<file path="config.mk">
export PLATFORM = sky130hd
export DESIGN_NAME = btn_bcd_counter
export DESIGN_NICKNAME = d
export VERILOG_FILES = /design/src/rtl/btn_bcd_counter.sv
export SDC_FILE = /design/constraint.sdc
export NUM_CORES = 1
export LEC_CHECK = 0
export CAP_MARGIN = 20
export CORE_MARGIN = 8
export CORE_UTILIZATION = 50
export CTS_CLUSTER_SIZE = 12
export DETAILED_ROUTE_END_ITERATION = 7
export HOLD_SLACK_MARGIN = 0.02
export PLACE_DENSITY_LB_ADDON = 0.15
export SYNTH_ARGS = -nofsm -noshare
export SYNTH_HDL_FRONTEND = slang
export SYNTH_SLANG_ARGS = --single-unit
</file>
<file path="constraint.sdc">
create_clock -name i_clk -period 4.4 [get_ports i_clk]
set_clock_uncertainty 0.2 [all_clocks]
set_input_delay 0.88 -clock i_clk [delete_from_list [all_inputs] [get_ports i_clk]]
set_output_delay 0.88 -clock i_clk [all_outputs]
set_load 0.005 [all_outputs]
</file>
<file path="src/rtl/btn_bcd_counter.sv">
// Debounced push-button BCD digit: up/down/clear buttons step one digit; carry/borrow pulse on wrap.
// Latency: DEBOUNCE_CYCLES+3 edges from raw press to registered digit; no backpressure (buttons are free-running).
// Optional BTN_BCD_HEX_EN widens the count range to 0-15 (wrap at 15/0 instead of 9/0).
module btn_bcd_counter #(
    parameter int DEBOUNCE_CYCLES = 16,
    parameter int CNT_W           = 16
) (
    input  logic       i_clk,
    input  logic       i_rst,
    input  logic       i_btn_up,
    input  logic       i_btn_down,
    input  logic       i_btn_clr,
    output logic [3:0] o_digit,
    output logic       o_carry,
    output logic       o_borrow
);

    localparam int NCH     = 3;
    localparam int CH_UP   = 0;
    localparam int CH_DOWN = 1;
    localparam int CH_CLR  = 2;

    localparam logic [CNT_W-1:0] CNT_LAST = CNT_W'(DEBOUNCE_CYCLES - 1);
    localparam logic [CNT_W-1:0] CNT_ONE  = CNT_W'(1);

`ifdef BTN_BCD_HEX_EN
    localparam logic [3:0] DIGIT_MAX = 4'd15;
`else
    localparam logic [3:0] DIGIT_MAX = 4'd9;
`endif

    logic [NCH-1:0]   w_btn_raw;
    logic [NCH-1:0]   r_s1;
    logic [NCH-1:0]   r_s2;
    logic [NCH-1:0]   r_db;
    logic [NCH-1:0]   r_db_q;
    logic [CNT_W-1:0] r_cnt [NCH];
    logic [NCH-1:0]   w_press;

    logic [3:0] r_digit;
    logic       r_carry;
    logic       r_borrow;
    logic [3:0] w_digit_nxt;
    logic       w_carry_nxt;
    logic       w_borrow_nxt;

    assign w_btn_raw = {i_btn_clr, i_btn_down, i_btn_up};

    // Synchronizer and debounce: db follows s2 only after it has differed for DEBOUNCE_CYCLES cycles.
    always_ff @(posedge i_clk) begin
        if (i_rst) begin
            r_s1   <= '0;
            r_s2   <= '0;
            r_db   <= '0;
            r_db_q <= '0;
            for (int i = 0; i < NCH; i++) begin
                r_cnt[i] <= '0;
            end
        end else begin
            r_s1   <= w_btn_raw;
            r_s2   <= r_s1;
            r_db_q <= r_db;
            for (int i = 0; i < NCH; i++) begin
                if (r_s2[i] == r_db[i]) begin
                    r_cnt[i] <= '0;
                end else if (r_cnt[i] == CNT_LAST) begin
                    r_db[i]  <= r_s2[i];
                    r_cnt[i] <= '0;
                end else begin
                    r_cnt[i] <= r_cnt[i] + CNT_ONE;
                end
            end
        end
    end

    assign w_press = r_db & ~r_db_q;

    // Clear wins over everything; simultaneous up+down cancel out.
    always_comb begin
        w_digit_nxt  = r_digit;
        w_carry_nxt  = 1'b0;
        w_borrow_nxt = 1'b0;
        if (w_press[CH_CLR]) begin
            w_digit_nxt = 4'd0;
        end else if (w_press[CH_UP] && !w_press[CH_DOWN]) begin
            if (r_digit >= DIGIT_MAX) begin
                w_digit_nxt = 4'd0;
                w_carry_nxt = 1'b1;
            end else begin
                w_digit_nxt = r_digit + 4'd1;
            end
        end else if (w_press[CH_DOWN] && !w_press[CH_UP]) begin
            if (r_digit == 4'd0) begin
                w_digit_nxt  = DIGIT_MAX;
                w_borrow_nxt = 1'b1;
            end else begin
                w_digit_nxt = r_digit - 4'd1;
            end
        end
    end

    always_ff @(posedge i_clk) begin
        if (i_rst) begin
            r_digit  <= 4'd0;
            r_carry  <= 1'b0;
            r_borrow <= 1'b0;
        end else begin
            r_digit  <= w_digit_nxt;
            r_carry  <= w_carry_nxt;
            r_borrow <= w_borrow_nxt;
        end
    end

    assign o_digit  = r_digit;
    assign o_carry  = r_carry;
    assign o_borrow = r_borrow;

endmodule

</file>
---- After elaboration in Yosys (flattened, before gate mapping) ----
Memories as Yosys holds them, arrays and structs flattened.
Cells that the tools add are included.
operators by class
  bitwise gates (word level) .............. 16
  shift-type cells ........................ 0
  muxes and demuxes ....................... 50
  $mul .................................... 0
  eq/ne operators ......................... 6
  $lt $le $gt $ge ......................... 1
  reductions and logical operators ........ 12
  div/mod/pow operators ................... 0
  $add $sub $neg .......................... 5
operators by type and width
  cell                                                      count
  two-way mux 16 bit                                        9
  adder 16 x 1 -> 16 bit, second input constant             3
  == test 16 x 4 -> 1 bit, second input constant            3
  two-way mux 1 bit                                         37
  two-way mux 4 bit                                         4
  bitwise OR 1 bit                                          9
  AND reduction 2 bit                                       3
  inverter 1 bit                                            5
  adder 4 x 1 -> 4 bit, second input constant               1
  greater-or-equal comparator 4 bit, second input constant  1
  zero test 4 bit                                           1
  OR reduction 4 bit                                        1
  subtractor 4 x 1 -> 4 bit, second input constant          1
  AND 3 bit                                                 1
  == test 1 bit                                             3
  inverter 3 bit                                            1
  OR reduction 3 bit                                        1
  logical AND 1 bit                                         2
  zero test 1 bit                                           2
  nonzero test 2 bit                                        1
  OR reduction 2 bit                                        1
word-level totals
  word-level logic and storage cells ...... 100
  output and inout port bits .............. 6
  register bits after elaboration ......... 18
  bits in latches ......................... 0
  bits in read-only memories .............. 0
  memory bits (writable) .................. 48
  memories ................................ 1
memory list
  memory  words  width  read ports  clocked after memory_dff  write ports  line  source
  r_cnt   3      16     3           0                         3            37    logic [CNT_W-1:0] r_cnt [NCH];

---- Logic depth before layout (Yosys ltp) ----
  depth in word-level cells ............... 7
  mapped depth ............................ 8
  mapped depth without buffers ............ 7

---- Worst setup path before layout ----
Ideal clock, no wire load.
  path kind ............................... input to register
  start ................................... input i_rst
  end ..................................... memory r_cnt[1][10], data pin
  arrival ................................. 1.586 ns
  stages .................................. 5
  required time ........................... 3.943 ns
  setup slack ............................. 2.357 ns
  buffers on the path ..................... 2
  library setup time ...................... 0.257 ns
  cell sequence ........................... clkbuf_1 nor2_1 nand2_1 buf_2 nor2_1
RTL lines
  element             line  source
  start: declaration  9     input logic i_rst,
  end: declaration    37

---- Final worst setup path ----
  start ................................... register r_digit[3] (netlist: o_digit[3])
  end ..................................... output o_digit[3]
RTL lines
  element                   line  source
  start: declaration        40    logic [3:0] r_digit;
  start signal: assignment  108   r_digit <= w_digit_nxt;
  end: declaration          13    output logic [3:0] o_digit,
No word-level cell between the ends.

==> summary.md <==
| Metric | Value |
|---|---|
| Status | `complete, no violations` |
| Die Y | `just under 100 um` |
| Initial Util | `0.508` |
| Power per cell area | `about 330 nW/um^2` |
| RSZ-0062 raised after global routing | `false` |
| Max FO, Critical Path | `9` |
| Clock buffers created by TritonCTS | `9` |
| Post-DRT Antenna Nets | `0` |
| Commonest cells in the netlist | `nor2_1, edfxtp_1, xnor2_1` |
| Slew @ Worst Pin | `0.565 ns` |
| Pleak | `between 1 and 1.5 nW` |
| Max Buffers Root-to-Sink | `2` |
| Root Driver | `clkbuf_8` |
| Req. time, crit path | `between 3 and 4 ns` |
| Post-CTS setup buffers | `0` |
| DR iter-0 viols | `69` |
| Syn_area_per_cell | `roughly 10 um^2` |
| Ys flop type | `edfxtp_1` |
| Slew Viols, Final | `0` |
| Crit-path cells | `clkdlybuf4s50_1` |
| Largest net degree at the start of global routing | `19` |
| Sink Count | `66` |
| Layout area overhead | `16.4%` |
| GPL Wtd Cong | `approximately 0.82` |
| Sequential fraction of the synthesis area | `0.530` |
| Layout cell share with drive strength beyond 1 | `0.0538` |
| First-pass GRT wire length | `around 10 mm` |
| Core box area | `around 6700 um^2` |
| Setup total negative slack | `0 ns` |
| Number of remaining DRC errors | `0` |
| Setup Viol. Count Final | `0` |
| Vias | `roughly 2,400` |
| Crit path largest cell delay | `around 0.57 ns` |
| Worst VDD drop | `0.203 mV` |
| Clock Latency Late Sink | `about 0.35 ns` |
| Initial antenna violation count | `0` |
| Tot GR Track Use | `0.127` |
| Hold buffers post-CTS | `0` |
| DR vias/cell | `around 5.1` |
| Clock period minus worst slack | `between 2 and 2.5 ns` |
| Netlist cell types | `39` |
| Placed Cells | `between 400 and 500` |
| Post_cts resized | `0` |
| DP HPWL | `a little under 4 mm` |
| DIE WIDTH | `around 100 um` |
| Non-Filler Instances | `470` |
| Max Freq | `~0.40 GHz` |
| Std-Cell Rows | `30` |
| Leading area contributor after synthesis | `edfxtp_1` |
| Hold Crit Class | `flip-flop to flip-flop` |
| Syn. warnings | `0` |
| CP Capture Type | `output port` |
| Final-report hold violation count | `0` |
| Final worst path period share | `0.566` |
| GR Overflow Total | `0` |
| Seq cells post-synth | `between 60 and 70` |
| Reg2Reg Setup Slack | `roughly 2.2 ns` |
| Endpoint arrival time on the critical path | `1.41 ns` |
| Post-synth top area share | `0.424` |
| Most frequent cell after synthesis | `nor2_1` |
| Antenna cells | `0` |
| Io pins | `11` |
| TritonCTS clock tree | `done` |
| Reg clk slew, reported paths | `about 0.070 ns` |
| I/O Buffers | `10` |
| Final WL | `5.63 mm` |
| Fill cells | `589` |
| Post-synth EDFFs | `48` |
| Cell count after synthesis | `around 330` |
| Detailed-router iteration count before antenna repair | `4` |
| Die ar. | `about 9700 um^2` |
| Crit path kind | `flip-flop to output port` |
| Cell family with most CP delay | `buffers and inverters` |
| Worst path bufs/invs | `1` |
| Asr flop ratio synth | `0` |
| Avg WL per Cell | `between 10 and 15 um` |
| Vias in the first global route | `between 2,000 and 2,500` |
| Nets | `~400` |
| Synth top area cells | `edfxtp_1, dfxtp_1, xnor2_1, nor2_1, nor4_1` |
| Slowest-stage cell, CP | `clkdlybuf4s50_1` |
| Clock H-tree levels | `3` |
| Worst setup SP type | `flip-flop` |
| Slew headroom | `0.622` |
| Max-cap violations | `0` |
| Cell Area, Synth | `between 3000 and 4000 um^2` |
through the flow:
step / worst slack, ns / hold WS, ns / total power, mW / instance area [um^2] / utilization
floorplan: 2.36 / 0.214 / 0.760 / 3570 / -
global placement: 1.53 / 0.217 / 0.773 / 3740 / 0.559
detailed placement: 1.52 / 0.238 / 0.774 / 3740 / 0.559
CTS: 1.89 / 0.256 / 1.31 / 3950 / 0.592
global route: 1.76 / 0.269 / 1.35 / 3950 / 0.592
finish: 1.91 / 0.250 / 1.30 / 3950 / 0.592
logic make-up after synthesis:
family	synth area share
mux	0.00884
fa+ha+maj	0.0295
buf+inv	0.0265
simple gates	0.249
flops	0.530
xor+xnor	0.111
other cells	0.00110
compound gates	0.0435
cell usage in the layout (no fill, tap or decap), drive strengths merged, types with 3 or more instances in the layout:
cell type	n
a211oi	3
a21oi	6
and3	5
and4	3
clkbuf	12
clkdlybuf4s50	10
clkinv	3
conb	48
dfxtp	18
edfxtp	48
ha	8
inv	14
mux2i	3
nand2	14
nand2b	3
nand3	15
nand4	16
nor2	53
nor2b	11
nor3	13
nor4	21
xnor2	32
xor2	11
final timing paths:
check / from / to / cells past startpoint
worst max-delay path: o_digit[3]$_SDFFE_PP0P_ / o_digit[3] / 1
worst min-delay path: r_s1[1]$_SDFF_PP0_ / r_s2[1]$_SDFF_PP0_ / 1
worst max register to register: r_cnt[2][0]$_SDFFCE_PN0P_ / r_cnt[2][14]$_SDFFCE_PN0P_ / 5
worst min register to register: r_s1[1]$_SDFF_PP0_ / r_s2[1]$_SDFF_PP0_ / 1
area by class of cell:
class                           instances  area (um^2)  share of cell area
Tap cell                               80          100              0.0253
Inverter                               14         52.6              0.0133
Timing Repair Buffer                   10          100              0.0253
Clock inverter                          4         30.0             0.00759
Multi-Input combinational cell        284         1680               0.425
Sequential cell                        66         1800               0.456
Clock buffer                           12          188              0.0475
sequential cells by signal, summed over array words and instances (netlist names):
register,flops
o_borrow,1
o_carry,1
r_db_q,3
r_s1,3
r_cnt,48
r_s2,3
o_digit,4
r_db,3
power breakdown:
part / internal (mW) / switching (mW)
logic: 0.0215 / 0.0264
clock network: 0.289 / 0.247
registers: 0.688 / 0.0252
total: 0.999 / 0.298
per-layer routing:
layer,GRT usage,up-vias,share of wire
met3,0.0388,9,0.030
li1,-,1244,-
met5,0,-,0
met4,0.0744,0,0.023
met1,0.165,1093,0.52
met2,0.183,31,0.43
Power figures use the tool's default switching activity.
